## config.mk

```make
export PLATFORM = sky130hd
export DESIGN_NAME = pilot_tone_sequencer
export DESIGN_NICKNAME = d
export VERILOG_FILES = /design/src/rtl/pilot_tone_sequencer.sv
export SDC_FILE = /design/constraint.sdc
export NUM_CORES = 1
export LEC_CHECK = 0
export CAP_MARGIN = 20
export CORE_UTILIZATION = 38
export CTS_CLUSTER_DIAMETER = 30
export DETAILED_ROUTE_END_ITERATION = 7
export PLACE_DENSITY_LB_ADDON = 0.3
export RECOVER_POWER = 25
export SYNTH_ARGS = -nofsm -noshare
export SYNTH_HDL_FRONTEND = slang
export SYNTH_SLANG_ARGS = --single-unit
```

## constraint.sdc

```tcl
create_clock -name evrClk -period 5.5 [get_ports evrClk]
set_clock_uncertainty 0.1 [all_clocks]
set_input_delay 1.65 -clock evrClk [delete_from_list [all_inputs] [get_ports evrClk]]
set_output_delay 1.65 -clock evrClk [all_outputs]
set_load 0.01 [all_outputs]
```

## src/rtl/pilot_tone_sequencer.sv

```systemverilog
// Multi-channel pilot tone generator: per-channel asymmetric square waves re-phased on EVR sync markers.
// Optional macro PILOT_TONE_PHASE_OFFSET_EN adds a programmable marker-to-rising-edge delay.
module pilot_tone_sequencer #(
  parameter int CHANNEL_COUNT     = 4,
  parameter int CHANNEL_SEL_WIDTH = 2,
  parameter int COUNTER_WIDTH     = 16
) (
  input  logic                         evrClk,
  input  logic                         evrReset,
  input  logic                         cfgStrobe,
  input  logic [CHANNEL_SEL_WIDTH-1:0] cfgChannel,
  input  logic                         cfgEnable,
  input  logic [COUNTER_WIDTH-1:0]     cfgHiDivide,
  input  logic [COUNTER_WIDTH-1:0]     cfgLoDivide,
  input  logic [COUNTER_WIDTH-1:0]     cfgPhase,
  input  logic                         syncMarker,
  output logic [CHANNEL_COUNT-1:0]     pilotToneReference,
  output logic [CHANNEL_COUNT-1:0]     running,
  output logic [CHANNEL_COUNT-1:0]     cfgPending
);

  typedef enum logic [2:0] {IDLE, ARMED, DELAY, HIGH, LOW} state_t;

  localparam logic [COUNTER_WIDTH-1:0] ONE  = COUNTER_WIDTH'(1);
  localparam logic [COUNTER_WIDTH-1:0] ZERO = COUNTER_WIDTH'(0);

  function automatic logic [COUNTER_WIDTH-1:0] atLeastOne(input logic [COUNTER_WIDTH-1:0] v);
    atLeastOne = (v == ZERO) ? ONE : v;
  endfunction

  state_t                   state_r      [CHANNEL_COUNT];
  logic [COUNTER_WIDTH-1:0] cnt_r        [CHANNEL_COUNT];
  logic                     shadowEn_r   [CHANNEL_COUNT];
  logic [COUNTER_WIDTH-1:0] shadowHi_r   [CHANNEL_COUNT];
  logic [COUNTER_WIDTH-1:0] shadowLo_r   [CHANNEL_COUNT];
  logic                     activeEn_r   [CHANNEL_COUNT];
  logic [COUNTER_WIDTH-1:0] activeHi_r   [CHANNEL_COUNT];
  logic [COUNTER_WIDTH-1:0] activeLo_r   [CHANNEL_COUNT];
  logic                     effEn_s      [CHANNEL_COUNT];
  logic [COUNTER_WIDTH-1:0] effHi_s      [CHANNEL_COUNT];
`ifdef PILOT_TONE_PHASE_OFFSET_EN
  logic [COUNTER_WIDTH-1:0] shadowPhase_r[CHANNEL_COUNT];
  logic [COUNTER_WIDTH-1:0] activePhase_r[CHANNEL_COUNT];
  logic [COUNTER_WIDTH-1:0] effPhase_s   [CHANNEL_COUNT];
`else
  logic unusedPhase_s;
  assign unusedPhase_s = ^cfgPhase;
`endif

  // Effective configuration: a pending shadow takes precedence over the active copy.
  always_comb begin
    for (int c = 0; c < CHANNEL_COUNT; c++) begin
      effEn_s[c] = activeEn_r[c];
      effHi_s[c] = activeHi_r[c];
`ifdef PILOT_TONE_PHASE_OFFSET_EN
      effPhase_s[c] = activePhase_r[c];
`endif
      if (cfgPending[c]) begin
        effEn_s[c] = shadowEn_r[c];
        effHi_s[c] = shadowHi_r[c];
`ifdef PILOT_TONE_PHASE_OFFSET_EN
        effPhase_s[c] = shadowPhase_r[c];
`endif
      end else begin
        effEn_s[c] = activeEn_r[c];
      end
    end
  end

  // Per-channel config double-buffering, tone FSM and registered outputs.
  always_ff @(posedge evrClk) begin
    if (evrReset) begin
      for (int c = 0; c < CHANNEL_COUNT; c++) begin
        state_r[c]    <= IDLE;
        cnt_r[c]      <= ONE;
        shadowEn_r[c] <= 1'b0;
        shadowHi_r[c] <= ONE;
        shadowLo_r[c] <= ONE;
        activeEn_r[c] <= 1'b0;
        activeHi_r[c] <= ONE;
        activeLo_r[c] <= ONE;
`ifdef PILOT_TONE_PHASE_OFFSET_EN
        shadowPhase_r[c] <= ZERO;
        activePhase_r[c] <= ZERO;
`endif
      end
      pilotToneReference <= {CHANNEL_COUNT{1'b0}};
      running            <= {CHANNEL_COUNT{1'b0}};
      cfgPending         <= {CHANNEL_COUNT{1'b0}};
    end else begin
      for (int c = 0; c < CHANNEL_COUNT; c++) begin
        pilotToneReference[c] <= (state_r[c] == HIGH);
        running[c]            <= (state_r[c] == DELAY) || (state_r[c] == HIGH) || (state_r[c] == LOW);

        // A pending shadow is consumed at a marker, or at once while not generating.
        if (cfgPending[c] && (syncMarker || state_r[c] == IDLE || state_r[c] == ARMED)) begin
          activeEn_r[c] <= shadowEn_r[c];
          activeHi_r[c] <= shadowHi_r[c];
          activeLo_r[c] <= shadowLo_r[c];
`ifdef PILOT_TONE_PHASE_OFFSET_EN
          activePhase_r[c] <= shadowPhase_r[c];
`endif
          cfgPending[c] <= 1'b0;
        end

        // A same-edge write lands after the marker has used the old effective config.
        if (cfgStrobe && (cfgChannel == CHANNEL_SEL_WIDTH'(c))) begin
          shadowEn_r[c] <= cfgEnable;
          shadowHi_r[c] <= cfgHiDivide;
          shadowLo_r[c] <= cfgLoDivide;
`ifdef PILOT_TONE_PHASE_OFFSET_EN
          shadowPhase_r[c] <= cfgPhase;
`endif
          cfgPending[c] <= 1'b1;
        end

        if (syncMarker) begin
          if (!effEn_s[c]) begin
            state_r[c] <= IDLE;
`ifdef PILOT_TONE_PHASE_OFFSET_EN
          end else if (effPhase_s[c] != ZERO) begin
            state_r[c] <= DELAY;
            cnt_r[c]   <= effPhase_s[c];
`endif
          end else begin
            state_r[c] <= HIGH;
            cnt_r[c]   <= atLeastOne(effHi_s[c]);
          end
        end else begin
          case (state_r[c])
            IDLE, ARMED: begin
              if (cfgPending[c]) begin
                state_r[c] <= shadowEn_r[c] ? ARMED : IDLE;
              end
            end
            DELAY: begin
              if (cnt_r[c] == ONE) begin
                state_r[c] <= HIGH;
                cnt_r[c]   <= atLeastOne(activeHi_r[c]);
              end else begin
                cnt_r[c] <= cnt_r[c] - ONE;
              end
            end
            HIGH: begin
              if (cnt_r[c] == ONE) begin
                state_r[c] <= LOW;
                cnt_r[c]   <= atLeastOne(activeLo_r[c]);
              end else begin
                cnt_r[c] <= cnt_r[c] - ONE;
              end
            end
            LOW: begin
              if (cnt_r[c] == ONE) begin
                state_r[c] <= HIGH;
                cnt_r[c]   <= atLeastOne(activeHi_r[c]);
              end else begin
                cnt_r[c] <= cnt_r[c] - ONE;
              end
            end
            default: begin
              state_r[c] <= IDLE;
              cnt_r[c]   <= ONE;
            end
          endcase
        end
      end
    end
  end

endmodule
```

## Word level (Yosys, flattened, before mapping)

Memory sizes are Yosys's and may differ from the RTL's.
Cells that the tools add are included.

| operators by class | value |
|---|---|
| bitwise operators | 84 |
| reduce and logical (&&, ||, !) cells | 53 |
| equality and inequality tests | 23 |
| add/subtract/negate cells | 4 |
| multiplexer cells | 314 |

Operators by type and width:

| operator | number |
|---|---|
| $mux 16 | 64 |
| $mux 1 | 222 |
| $logic_not 16->1 | 12 |
| $mux 3 | 28 |
| $or 1x1->1 | 84 |
| $eq 16x1->1 const B | 4 |
| $sub 16x1->16 const B | 4 |
| $eq 3x2->1 const B | 8 |
| $reduce_or 5->1 | 4 |
| $logic_or 1x1->1 | 16 |
| $eq 3x1->1 const B | 4 |
| $eq 3x3->1 const B | 4 |
| $logic_not 3->1 | 4 |
| $logic_and 1x1->1 | 8 |
| $reduce_bool 2->1 | 4 |
| $reduce_or 2->1 | 4 |
| $eq 2x2->1 const B | 2 |
| $eq 2x1->1 const B | 1 |
| $logic_not 2->1 | 1 |

| storage, ports and cells | value |
|---|---|
| memories kept | 8 |
| output and inout bits | 12 |
| flip-flop bits (word level) | 12 |
| RAM bits | 340 |

Memory list:

| memory | depth | width | rd ports | clocked after Yosys merged registers in | write ports | RTL line | text |
|---|---|---|---|---|---|---|---|
| activeHi_r | 4 | 16 | 4 | 0 | 4 | 37 | `logic [COUNTER_WIDTH-1:0] activeHi_r [CHANNEL_COUNT];` |
| activeLo_r | 4 | 16 | 4 | 0 | 4 | 38 | `logic [COUNTER_WIDTH-1:0] activeLo_r [CHANNEL_COUNT];` |
| cnt_r | 4 | 16 | 4 | 0 | 4 | 32 | `logic [COUNTER_WIDTH-1:0] cnt_r [CHANNEL_COUNT];` |
| shadowHi_r | 4 | 16 | 4 | 0 | 4 | 34 | `logic [COUNTER_WIDTH-1:0] shadowHi_r [CHANNEL_COUNT];` |
| shadowLo_r | 4 | 16 | 4 | 0 | 4 | 35 | `logic [COUNTER_WIDTH-1:0] shadowLo_r [CHANNEL_COUNT];` |
| state_r | 4 | 3 | 4 | 0 | 4 | 31 | `state_t state_r [CHANNEL_COUNT];` |
| 2 more memories | - | - | - | - | - | - |  |

## Depth between registers and ports, before layout

| depth | value |
|---|---|
| depth in word-level cells | 13 |
| mapped depth | 10 |
| gate-level depth less buffers | 8 |

## Worst setup path before layout

No wires, ideal clock.

| path | value |
|---|---|
| path kind | in2reg |
| from | input cfgChannel[0] |
| to | memory shadowEn_r[0], enable pin |
| stages | 2 |
| required time | 4.931 ns |
| setup slack | 0.781 ns |
| arrival | 4.150 ns |
| path through | nand2b_1 > o21ai_0 |

RTL lines:

| item | RTL line | text |
|---|---|---|
| start, declared | 11 | `input logic [CHANNEL_SEL_WIDTH-1:0] cfgChannel,` |
| end, declared | 33 | `logic shadowEn_r [CHANNEL_COUNT];` |

==> impl_results.md <==
* Initial core utilization at 38.6%
* Largest net degree at the start of global routing at 35
* CTS Buffer Depth at 3
* Most frequent cells after synthesis: 340 x edfxtp_1, 250 x and2_1, 102 x nor2_1
* FF/Latch Area at roughly 10,000 sq um
* Via-to-Cell Ratio at around 5.7
* Vias in the first global route at 12,710
* Share of layout cells above drive strength 1 at 11.3%
* # clock sinks at between 300 and 400
* Max_cap viols at 1
* Post-CTS resize count at 0
* Post-route ant nets at 0
* Adder-Cell Fraction of Synth Area at less than 1%
* Critical path required time at between 5 and 6 ns
* Root buf cell: clkbuf_16
* Status: complete, but fails checks
* Ranking of synthesized cells by area: edfxtp_1 58%, and2_1 8.9%, nor4_1 2.2%
* Die ar. at ~47,000 sq um
* Final WL at 50,600 um
* DR pass1 iterations at 6
* Avg WL per Cell at about 22 um
* Clk pin slew, worst setup/hold paths at 0.04 ns
* Yosys top cell by area: edfxtp_1
* DRT iter0 DRCs at ~1,400
* Critical path cell sequence: dlygate4sd3_1, clkbuf_1, nand2b_1, nor2_1, o211ai_1, o21a_1, a221oi_1
* Largest family of logic cells by synthesized area: simple AND/OR/NAND/NOR gates
* Dpl ws at 0.842 ns
* HPWL Detailed at ~35,000 um
* WS Path Type: in2reg
* # IOs at 67
* Mean Syn Cell Area at 11.6 sq um
* CTS tree: built
* Syn Std Cell Area at 17,600 sq um
* Final worst slack at 0.881 ns
* Synth warnings at 0
* Synth top area share at 58.1%
* Vias at around 13,000
* CTS buffer count at 84
* I/O Buffers at 50
* Violated checks: capacitance limit, slew limit
* CP delay by family, top: buffers and inverters
* Slew Limit Headroom at -16.8%
* Pwr per Cell Area at 393 nW/um^2
* Maximum vdd drop at ~0.00034 V
* Seq/Total Area, Yosys at 59.5%
* Area of the multi-input gates at 6750 sq um
* Hold Path Class: reg2reg
* Int Pwr at 6.42 mW
* Final worst-path cycle share at approximately 84%
* Placement Cell Area at 18,800 sq um
* Buffer and inverter count on the worst path at 2
* Initial antenna violation count at 8
* Largest stage delay, worst path at 0.78 ns
* CP max-delay cell: clkbuf_1
* Die Width at 217 um
* Asr flop ratio synth at 0%
* Seq pwr share at between 30% and 40%
* Util after Layout at between 40 and 50%
* H-tree depth at 3
* CP Launch Type: primary input
* Combinational share of power at 5.9%
* Core ar. at around 45,000 sq um
* Tot GR Track Use at 21.8%
* Compound-Gate Fraction of Synth Area at 9.78%
* Number of flops mapped to enable cells by yosys at between 300 and 400
* Max Slew Vio Count at 34
* Post-route setup TNS at 0 ns
* Leakage power at about 7.5 nW
* Yosys reg bits at 352
* # nets final at between 1,500 and 2,000
* F_max at 0.216 GHz
* Syn Inst Count at 1,514
* XOR/XNOR share of the synthesized area at between 2 and 2.5%
* Count of cell types in the netlist at between 70 and 80
* Net switching power at 2.02 mW
* Post-Synthesis Net Count at 1,577
* Unrepaired setup endpoints after global routing: false
* Final Instance Area at 21,500 sq um
* Top-count cell post-synth: edfxtp_1
* Clk network pwr share at 54.9%
* Worst Max-Slew Pin Slew at 1.75 ns
* Rows at about 80
* Critical Path AT at 4.92 ns
* Skew-Pair Late Insertion Delay at 0.59 ns
* Sw frac at 23.9%
* Hold Buf Count CTS at 0
* Die height at 217 um
* Max FO, Critical Path at 16
* Gp weighted congestion at 0.974
* GR Overflow Total at 0
* Simple-gate share of the synthesized area at a little under a quarter
* Setup Viol. Count Final at 0
* Most used DFF post-synth: edfxtp_1
* Multiplexer area fraction after synthesis at 2.92%
* Layout area overhead at 22.1%
* Fin. Hold Viols at 0
* Crit. End Element: flop
* Reg-to-reg slack, setup at 2.02 ns
* Min Clock Period, post-route at 4.62 ns
* Wire length of the first global-routing pass at 77,300 um
* Tot Pwr at around 8.4 mW
* Setup Buffers After CTS at 0
* Residual DRC at 0
* Fill cell count at 4,171
## through the flow
stage,hold slack (ns),std cells
3_3_place_gp,0.389,2124
3_5_place_dp,0.394,2124
5_1_grt,0.413,2279
4_1_cts,0.402,2277
6_report,0.401,2281
2_1_floorplan,0.381,1514
## worst register-to-register path, stage by stage (launching register included)
cell      delay [ns]
edfxtp_1        0.43
nor4_1          0.80
nand4_1         0.98
o21ai_0         0.43
o21ai_0         0.22
o21ai_0         0.21
a21oi_1         0.06
## kinds of logic after synthesis
group | after synthesis
and+or+nand+nor | 702
muxes | 49
adders and majority gates | 8
buffers and inverters | 99
DFF | 352
xor gates and xnor gates | 49
AOI/OAI and AO/OA | 255
## state kept, by name, summed over array words and instances (netlist names)
register	cells
cfgPending	4
activeHi_r	64
state_r	12
shadowLo_r	64
running	4
shadowEn_r	4
pilotToneReference	4
cnt_r	64
activeLo_r	64
activeEn_r	4
shadowHi_r	64
## layout by cell type (no fill, tap or decap), drive strengths merged, types with 17 or more instances in the layout
master / synthesis / routed
edfxtp: 340 / 340
and2: 250 / 250
clkbuf: 66 / 104
nor2: 103 / 103
nand2: 93 / 93
nor4: 67 / 67
a21oi: 58 / 58
clkdlybuf4s50: 0 / 47
nor3: 46 / 46
o21ai: 46 / 46
clkinv: 0 / 41
mux2i: 31 / 31
inv: 26 / 29
xor2: 27 / 27
buf: 7 / 25
xnor2: 22 / 22
o22ai: 21 / 21
nand2b: 19 / 19
or3: 19 / 19
mux2: 18 / 18
a31oi: 17 / 17
nand3: 17 / 17
## path summary, 6_finish.rpt
check / cells after the start / from / end
worst max-delay path: 7 / syncMarker / cnt_r[3][1]
worst min-delay path: 1 / shadowLo_r[1][0] / activeLo_r[1][0]
worst max register to register: 6 / cnt_r[2][10] / cnt_r[2][13]
worst min register to register: 1 / shadowLo_r[1][0] / activeLo_r[1][0]
## final cells by class
class	count	share of cell area [%]
clock inverter	58	2.48
clock buffer	95	10.1
antenna	4	0.0466
timing repair buffer	83	3.32
tap	600	3.50
sequential	352	48.7
inverter	26	0.455
multi-input combinational	1063	31.4
## power groups by stage
stage                     registers, mW  clock network, mW  logic (mW)
final                              3.31               4.64       0.501
after global routing               3.32               4.83       0.546
after CTS                          3.30               4.70       0.503
after detailed placement           3.34                  0       0.499
after global placement             3.34                  0       0.496
after floorplan                    3.28                  0       0.317
## routing by layer
metal	routed length [um]	track usage, %
met1	22100	30.0
met2	23000	33.2
met3	4000	5.37
met4	1520	8.29
met5	13	0
Power figures use the tool's default switching activity.
